==> config.mk <==
export PLATFORM = sky130hd
export DESIGN_NAME = rast_poly_fifo
export DESIGN_NICKNAME = d
export VERILOG_FILES = /design/src/rtl/rast_poly_fifo.sv
export SDC_FILE = /design/constraint.sdc
export NUM_CORES = 1
export LEC_CHECK = 0
export CORE_ASPECT_RATIO = 1.4
export CORE_MARGIN = 3
export CORE_UTILIZATION = 25
export CTS_CLUSTER_SIZE = 16
export DETAILED_ROUTE_END_ITERATION = 6
export GPL_TIMING_DRIVEN = 0
export SYNTH_ARGS = -nofsm -noshare
export SYNTH_HDL_FRONTEND = slang
export SYNTH_SLANG_ARGS = --single-unit
==> constraint.sdc <==
create_clock -name clk -period 10.87 [get_ports clk]
set_clock_uncertainty 0.15 [all_clocks]
set_input_delay 2.7175 -clock clk [delete_from_list [all_inputs] [get_ports clk]]
set_output_delay 2.7175 -clock clk [all_outputs]
set_load 0.02 [all_outputs]
==> src/rtl/rast_poly_fifo.sv <==
// rtl/rast_poly_fifo.sv - micropolygon elastic buffer between rasterizer stages
module rast_poly_fifo #(
    parameter int SIGFIG    = 24,
    parameter int VERTS     = 3,
    parameter int AXIS      = 3,
    parameter int COLORS    = 3,
    parameter int DEPTH     = 4,
    parameter int AF_MARGIN = 1,
    parameter int CNT_W     = 32
) (
    input  logic                              clk,
    input  logic                              rst_n,
    input  logic                              flush,
    input  logic                              in_valid,
    output logic                              in_ready,
    input  logic [VERTS*AXIS*SIGFIG-1:0]      in_poly,
    input  logic [COLORS*SIGFIG-1:0]          in_color,
    input  logic                              in_is_quad,
    output logic                              out_valid,
    input  logic                              out_ready,
    output logic [VERTS*AXIS*SIGFIG-1:0]      out_poly,
    output logic [COLORS*SIGFIG-1:0]          out_color,
    output logic                              out_is_quad,
    output logic [$clog2(DEPTH+1)-1:0]        count,
    output logic                              almost_full,
    output logic [CNT_W-1:0]                  poly_cnt
);
    localparam int PW       = VERTS*AXIS*SIGFIG;
    localparam int CW       = COLORS*SIGFIG;
    localparam int EW       = PW + CW + 1;
    localparam int PTR_W    = $clog2(DEPTH);
    localparam int CNT_BITS = $clog2(DEPTH+1);
    localparam logic [CNT_BITS-1:0] FULL_CNT = CNT_BITS'(DEPTH);
    localparam logic [CNT_BITS-1:0] AF_CNT   = CNT_BITS'(DEPTH - AF_MARGIN);
    localparam logic [PTR_W-1:0]    LAST_PTR = PTR_W'(DEPTH - 1);

    generate
        if (DEPTH < 2) begin : g_bad_depth
            $error("rast_poly_fifo: DEPTH must be at least 2");
        end
        if (AF_MARGIN < 0 || AF_MARGIN >= DEPTH) begin : g_bad_margin
            $error("rast_poly_fifo: AF_MARGIN must satisfy 0 <= AF_MARGIN < DEPTH");
        end
    endgenerate

    logic [EW-1:0]       r_mem [DEPTH];
    logic [PTR_W-1:0]    r_wr_ptr;
    logic [PTR_W-1:0]    r_rd_ptr;
    logic [CNT_BITS-1:0] r_count;
    logic                r_af;
    logic [CNT_W-1:0]    r_poly_cnt;
    logic [CNT_BITS-1:0] w_next_count;
    logic                w_push;
    logic                w_pop;
    logic [EW-1:0]       w_head;

    // Ready depends only on registered occupancy, never on out_ready.
    assign in_ready  = rst_n & ~flush & (r_count != FULL_CNT);
    assign out_valid = rst_n & ~flush & (r_count != '0);
    assign w_push    = in_valid & in_ready;
    assign w_pop     = out_valid & out_ready;

    assign w_head      = r_mem[r_rd_ptr];
    assign out_poly    = w_head[EW-1 -: PW];
    assign out_color   = w_head[CW:1];
    assign out_is_quad = w_head[0];

    assign count       = r_count;
    assign almost_full = r_af;
    assign poly_cnt    = r_poly_cnt;

    always_comb begin
        w_next_count = r_count;
        if (w_push && !w_pop) begin
            w_next_count = r_count + CNT_BITS'(1);
        end else if (w_pop && !w_push) begin
            w_next_count = r_count - CNT_BITS'(1);
        end
    end

    always_ff @(posedge clk) begin
        if (!rst_n) begin
            r_count    <= '0;
            r_wr_ptr   <= '0;
            r_rd_ptr   <= '0;
            r_af       <= 1'b0;
            r_poly_cnt <= '0;
        end else if (flush) begin
            r_count  <= '0;
            r_wr_ptr <= '0;
            r_rd_ptr <= '0;
            r_af     <= 1'b0;
        end else begin
            r_count <= w_next_count;
            r_af    <= (w_next_count >= AF_CNT);
            if (w_push) begin
                // Explicit wrap so non-power-of-2 depths work.
                r_wr_ptr <= (r_wr_ptr == LAST_PTR) ? '0 : r_wr_ptr + PTR_W'(1);
                if (r_poly_cnt != '1) begin
                    r_poly_cnt <= r_poly_cnt + CNT_W'(1);
                end
            end
            if (w_pop) begin
                r_rd_ptr <= (r_rd_ptr == LAST_PTR) ? '0 : r_rd_ptr + PTR_W'(1);
            end
        end
    end

    always_ff @(posedge clk) begin
        if (w_push) begin
            r_mem[r_wr_ptr] <= {in_poly, in_color, in_is_quad};
        end
    end
endmodule

# == After elaboration in Yosys (flattened, before gate mapping) ==
# Memory sizes are Yosys's and may differ from the RTL's. A register that Yosys moved wholly into a read port is not among the register bits.
# Cells that the tools add are included.
# W data, S select, Z words.
# op_classes
muxes,8
n_lt_le_gt_ge,1
eq_ne,4
bitwise,7
add_sub_neg,5
reduce_logical,7
# ops
operator,count
$add A32 B1 Y32 const B,1
$ne A32 B32 Y1 const B,1
$mux W2,4
$mux W3,2
$and A1 B1 Y1,5
$add A2 B1 Y2 const B,2
$eq A2 B2 Y1 const B,2
$add A3 B1 Y3 const B,1
$ge A3 B2 Y1 const B,1
$ne A3 B3 Y1 const B,1
$reduce_and A3 Y1,1
$reduce_bool A3 Y1,1
$sub A3 B1 Y3 const B,1
$logic_and A1 B1 Y1,2
$logic_not A1 Y1,2
$mux W1,2
$not A1 Y1,2
$reduce_or A2 Y1,1
# totals
register_bits,40
n_memories,1
output_inout_bits,327
ram_bits,1156
word_cells,38
# mem_list
name,words,word_bits,rd,rd_ports_with_merged_regs,write_ports,line,rtl
r_mem,4,289,1,1,1,46,logic [EW-1:0] r_mem [DEPTH];

# == Logic depth before layout (Yosys ltp) ==
# Gate-level depths: netlist of run 1.
# depth
depth_word,9
depth_mapped,9
mapped_depth_nobuf,7

# == Worst setup path after synthesis of run 1 ==
# OpenSTA, ideal clock, no wires.
# synth_timing
path_type,input port to flip-flop
from,input flush
to,memory r_mem[0][0] (netlist name) (enable)
cell_stages,5
setup_slack_ps,-19
setup_time_ps,688
t_required_ps,10032
t_arrival_ps,10051
path_cell_list,nand2b_1 buf_2 nor3_4 buf_2 and2_1
# synth_via
elab_chain_cells,6
# synth_lines
element,line,rtl
from (decl),13,"input logic flush,"
$not A1 Y1 (no source line),n/a,
$and A1 B1 Y1 (2 in series),58,assign in_ready = rst_n & ~flush & (r_count != FULL_CNT);
$and A1 B1 Y1,60,assign w_push = in_valid & in_ready;
$mux W1,110,if (w_push) begin
$mux W1 (implied by the code),111,"r_mem[r_wr_ptr] <= {in_poly, in_color, in_is_quad};"
to (decl),46,
# No other way between the ends.

==> results of run 1 <==
[cells by family (layout without fill, tap and decap cells)]
kind of cell | Yosys count | count (layout)
and+or+nand+nor | 115 | 115
xor gates and xnor gates | 6 | 6
adders and majority gates | 9 | 9
other | 0 | 14
muxes | 296 | 296
buffers and inverters | 84 | 947
DFF | 1198 | 1198
AOI/OAI and AO/OA | 57 | 57
[flip-flops by register name, indices dropped and copies added, names as in the netlist, named ones only]
name	flops
almost_full	1
poly_cnt	32
r_mem	1156
r_wr_ptr	2
count	3
r_rd_ptr	2
[cells in the mapped netlist, drive strengths merged (12+ instances only)]
cell type  number  area (µm²)
edfxtp       1156       34700
buf            47         243
mux4          289        6510
a21oi          17        85.1
o21ai          14        70.1
nand2          25        93.8
nand3          12        60.1
or3            12        80.1
clkbuf         27         101
dfxtp          42         841
[power by group]
part	total, mW	switching, mW	internal [mW]
Sequential	5.11	0.00976	5.10
Combinational	0.396	0.191	0.205
Clock	4.12	1.75	2.37
[worst register-to-register path, cell delays in order (launching register included)]
cell and delay, ps:
dfxtp_1 390, inv_1 120, ha_1 220, and2_1 220, nor3_4 300, buf_2 310, and2_4 610, buf_16 330
buf_16 360, buf_16 310
[worst paths after layout]
check,to,slack (ps),cells past startpoint
max reg2reg,r_mem[3][233]$_DFFE_PP_,7130,9
min reg2reg,register,330,2
max,out_poly[88],3200,5
min,register,330,2
[layer usage]
layer / vias up / share of wire / routed length (µm) / track usage
met4: 36 / 0.024 / 2590 / 0.0404
met1: 11000 / 0.40 / 43500 / 0.146
met5: - / 0.0025 / 271 / 0
met2: 763 / 0.46 / 50400 / 0.187
met3: 166 / 0.11 / 12000 / 0.0544
li1: 9168 / - / - / -
[area by class of cell]
| type | instances | area, µm² |
|---|---|---|
| Clock inverter | 87 | 958 |
| Fill cell | 16400 | 116000 |
| Tap cell | 2287 | 2860 |
| Sequential cell | 1198 | 35600 |
| Clock buffer | 132 | 2980 |
| Inverter | 10 | 37.5 |
| Buffer | 74 | 350 |
| Multi-Input combinational cell | 483 | 7820 |
| Timing Repair Buffer | 644 | 6860 |
| Antenna cell | 14 | 35.0 |
[through the flow]
step / instances / setup WS, ps
floorplan: 1765 / 3250
global placement: 4672 / -1110
detailed placement: 4696 / 3380
CTS: 4915 / 2800
global route: 4916 / 2890
finish: 4929 / 3200
==> results.toml, run 1 <==
[status]
outcome = "finished, final reports clean"

[pwr]
vdd_ir_drop_max_mv = 0.147
leakagePower_nw = 17.5
power_mw = 9.63
pwr_density_cell_nw_per_um2 = 168

[sta]
slew_headroom = 0.111
min_period_ps = 7670
final_max_slew_viol_count = 0
finalSetupTns_ps = 0
setup_violations = 0
worstMarginPinSlew_ps = 1330
rsz0062_at_grt = "no"
final_hold_viol_count = 0
max_freq_mhz = 130
hold_ws_ps = 331
fin_crit_sh = 0.705

[detailed_routing]
vias_per_cell = 4.29
vias = 21100
antenna_left = 0
routed_wl_mm = 109
wl_per_cell_um = 22.1
drt_iter0_drc = 1670
firstDrtPassIters = 5
post-route-drc-count = 0

[grt]
antenna_found_initial = 31
grt_start_max_net_pins = 56
grt_pass1_vias = 22700
grt_pass1_wl_mm = 158
grt.total_usage = 0.119
grt-ovfl-total = 0

[setup_path]
cp.required_ps = 8000
start_kind = "register"
crit_path_max_incr_delay_ps = 960
crit_chain = "clkbuf_1 > clkbuf_2 > clkbuf_1 > mux4_2 > clkdlybuf4s50_1"
endpoint_kind = "output pin"
crit_family = "buffers and inverters"
cp_common_cell = "clkbuf_1"
path_buf_inv = 4
critical_path_class = "register to output pin"
cpMaxStageDelayCell = "clkbuf_1"
r2r-start = "count[0]$_SDFF_PP0_"
cp.arrival_ps = 4800
critPathMaxFanout = 10

[cts]
clk_pin_slew_ps = 60
numCtsBuffers = 116
cts.sinks = 1198
h-tree-depth = 3
cts_buffer_depth = 3
cts-root-buf = "clkbuf_16"
cts_setup_buffers = 0
clkLatencyLatePin_ps = 730
cts_hold_buf = 0
cts_tree = "yes"
post_cts_resized = 0

[floorplanning]
dieArea_um2 = 180000
start_util = 0.251
coreArea_um2 = 174000
core.rowCount = 181
die_w_um = 360
pin_count = 621
die_h_um = 501

[logic_synthesis]
synth_compound_area_frac = 0.00892
synth_xor_area_frac = 0.00120
syn_inst = 1765
synth_edf_count = 1156
synth_seq_area_share = 0.813
yosys_warnings = 0
synthAdderAreaFrac = 0.00257
synthSimpleGateAreaFrac = 0.0154
synthArstFlopShare = 0
synth_fp_nets = 2068
ys.flop_type = "edfxtp_1"
synth_cell_types = 49
netlist_area_um2 = 43700
syn_avg_cell_area_um2 = 24.8
synth_seq_cells = 1198
synth_mux_area_frac = 0.150
synth_top_family_by_area = "multiplexers"

[placement]
gp_congestion = 0.764
place_area_um2 = 53500
dpl.hpwl_mm = 73.1
io_buffers = 620

[min_path]
hp-class = "register to register"
hold_start = "r_rd_ptr[1]$_SDFFE_PP0N_"

[cells_and_area]
fin_util = 0.330
nets = 2830
area_growth_syn_to_layout_pct = 31.4
layout-drive-gt1-share = 0.209
final_cell_mix = "edfxtp_1, clkdlybuf4s50_1, mux4_2, clkbuf_16, dfxtp_1"
final_common_cell = "edfxtp_1"
final_cell_area_um2 = 57500

[run]
maxCapViolCount = 0
No activity file was read; power rests on OpenSTA's default activity.
==> run 2: changes to the inputs <==
clock period = 6.3 ns   (was 10.87 ns; I/O delays follow)
==> run 2 against run 1 <==
Against the previous run:
- critical endpoint unchanged
- utilization barely moved
- clock power rose by 73%
- largest power group unchanged
- sequential share of layout area barely moved
==> results.toml, run 2 (synthesis gave the netlist of run 1 again) <==
[sta]
fin_crit_sh = 0.930
hold_ws_ps = 325
rsz0062_at_grt = "no"
worstMarginPinSlew_ps = 904
final_hold_viol_count = 0
finalSetupTns_ps = 0
max_freq_mhz = 171
final_max_slew_viol_count = 0
setup_ws_ps = 444
min_period_ps = 5860
setup_violations = 0
slew_headroom = 0.397

[cts]
cts-root-buf = "clkbuf_16"
cts_hold_buf = 0
clkLatencyLatePin_ps = 730
post_cts_resized = 2
cts_buffer_depth = 3
cts_setup_buffers = 0
cts_tree = "yes"
clk_pin_slew_ps = 60
numCtsBuffers = 116
h-tree-depth = 3
cts.sinks = 1198

[placement]
place_area_um2 = 53500
dpl.hpwl_mm = 73.1
gp_congestion = 0.764
pre_cts_ws_ps = 216
dp.cells = 4696
io_buffers = 620

[floorplanning]
pin_count = 621
die_h_um = 501
coreArea_um2 = 174000
core.rowCount = 181
die_w_um = 360
dieArea_um2 = 180000
start_util = 0.251

[pwr]
leakagePower_nw = 17.5
p_switching_mw = 3.37
vdd_ir_drop_max_mv = 0.255
power_mw = 16.6
p_int_mw = 13.2
p_clk_frac = 0.428
combPwrFrac = 0.041
pwr_density_cell_nw_per_um2 = 289
pwr-share-seq = 0.531
p_sw_frac = 0.203

[grt]
grt_pass1_wl_mm = 158
grt-ovfl-total = 0
grt.total_usage = 0.119
grt_pass1_vias = 22700
grt_start_max_net_pins = 56
antenna_found_initial = 31

[detailed_routing]
firstDrtPassIters = 5
wl_per_cell_um = 22.0
vias_per_cell = 4.28
routed_wl_mm = 109
antenna_left = 0
vias = 21100
drt_iter0_drc = 1646
post-route-drc-count = 0

[setup_path]
rrSetupSlack_ps = 2550
crit_path_max_incr_delay_ps = 720
path_buf_inv = 4
critical_path_class = "register to output pin"
crit_chain = "clkbuf_2 > clkbuf_2 > buf_2 > mux4_2 > clkdlybuf4s50_1"
endpoint_kind = "output pin"
critPathMaxFanout = 10
crit_family = "buffers and inverters"
cpMaxStageDelayCell = "mux4_2"
cp.required_ps = 4580
cp.arrival_ps = 4130
cp_common_cell = "clkbuf_2"
start_kind = "register"

[status]
outcome = "finished, final reports clean"

[cells_and_area]
largest_reg_flops = 1156
final_cell_area_um2 = 57500
nets = 2829
top_register = "r_mem"
area_growth_syn_to_layout_pct = 31.3
final_common_cell = "edfxtp_1"
layout-drive-gt1-share = 0.210
fin_cells = 4928
fin_util = 0.330
final_cell_mix = "edfxtp_1, clkdlybuf4s50_1, mux4_2, clkbuf_16, dfxtp_1"

[min_path]
hp-class = "register to register"

[run]
maxCapViolCount = 0
==> run 2: final timing paths <==
kind | startpoint | to | depth (start not counted)
max | register | out_poly[88] | 5
min | r_rd_ptr[1]$_SDFFE_PP0N_ | register | 2
max reg2reg | count[0]$_SDFF_PP0_ | r_mem[3][233]$_DFFE_PP_ | 9
min reg2reg | r_rd_ptr[1]$_SDFFE_PP0N_ | register | 2
==> run 2: final cells by class <==
class | instances | area [µm²]
Multi-Input combinational cell | 483 | 7820
Tap cell | 2287 | 2860
Fill cell | 16400 | 116000
Timing Repair Buffer | 644 | 6860
Buffer | 73 | 348
Inverter | 10 | 37.5
Clock inverter | 87 | 958
Sequential cell | 1198 | 35600
Clock buffer | 132 | 2980
Antenna cell | 14 | 35.0
==> run 2: power by group through the flow <==
stage / Sequential, mW / Combinational (mW) / Clock [mW]
after floorplan: 9.00 / 0.223 / 0
after global placement: 9.01 / 0.665 / 0
after detailed placement: 8.99 / 0.693 / 0
after CTS: 8.82 / 0.697 / 7.36
after global routing: 8.82 / 0.731 / 7.66
final: 8.82 / 0.684 / 7.11
==> run 2: per-layer routing <==
layer / GRT usage / wire length (µm)
met5: 0 / 271
met2: 0.187 / 50100
met4: 0.0404 / 2750
met3: 0.0544 / 11900
met1: 0.146 / 43600
==> run 2: worst reg2reg max path, cell delays in order (launching register included) <==
cell	delay [ps]
dfxtp_1	390
inv_1	120
ha_1	220
and2_1	220
nor3_4	300
buf_2	310
and2_4	610
buf_16	330
buf_16	360
buf_16	310
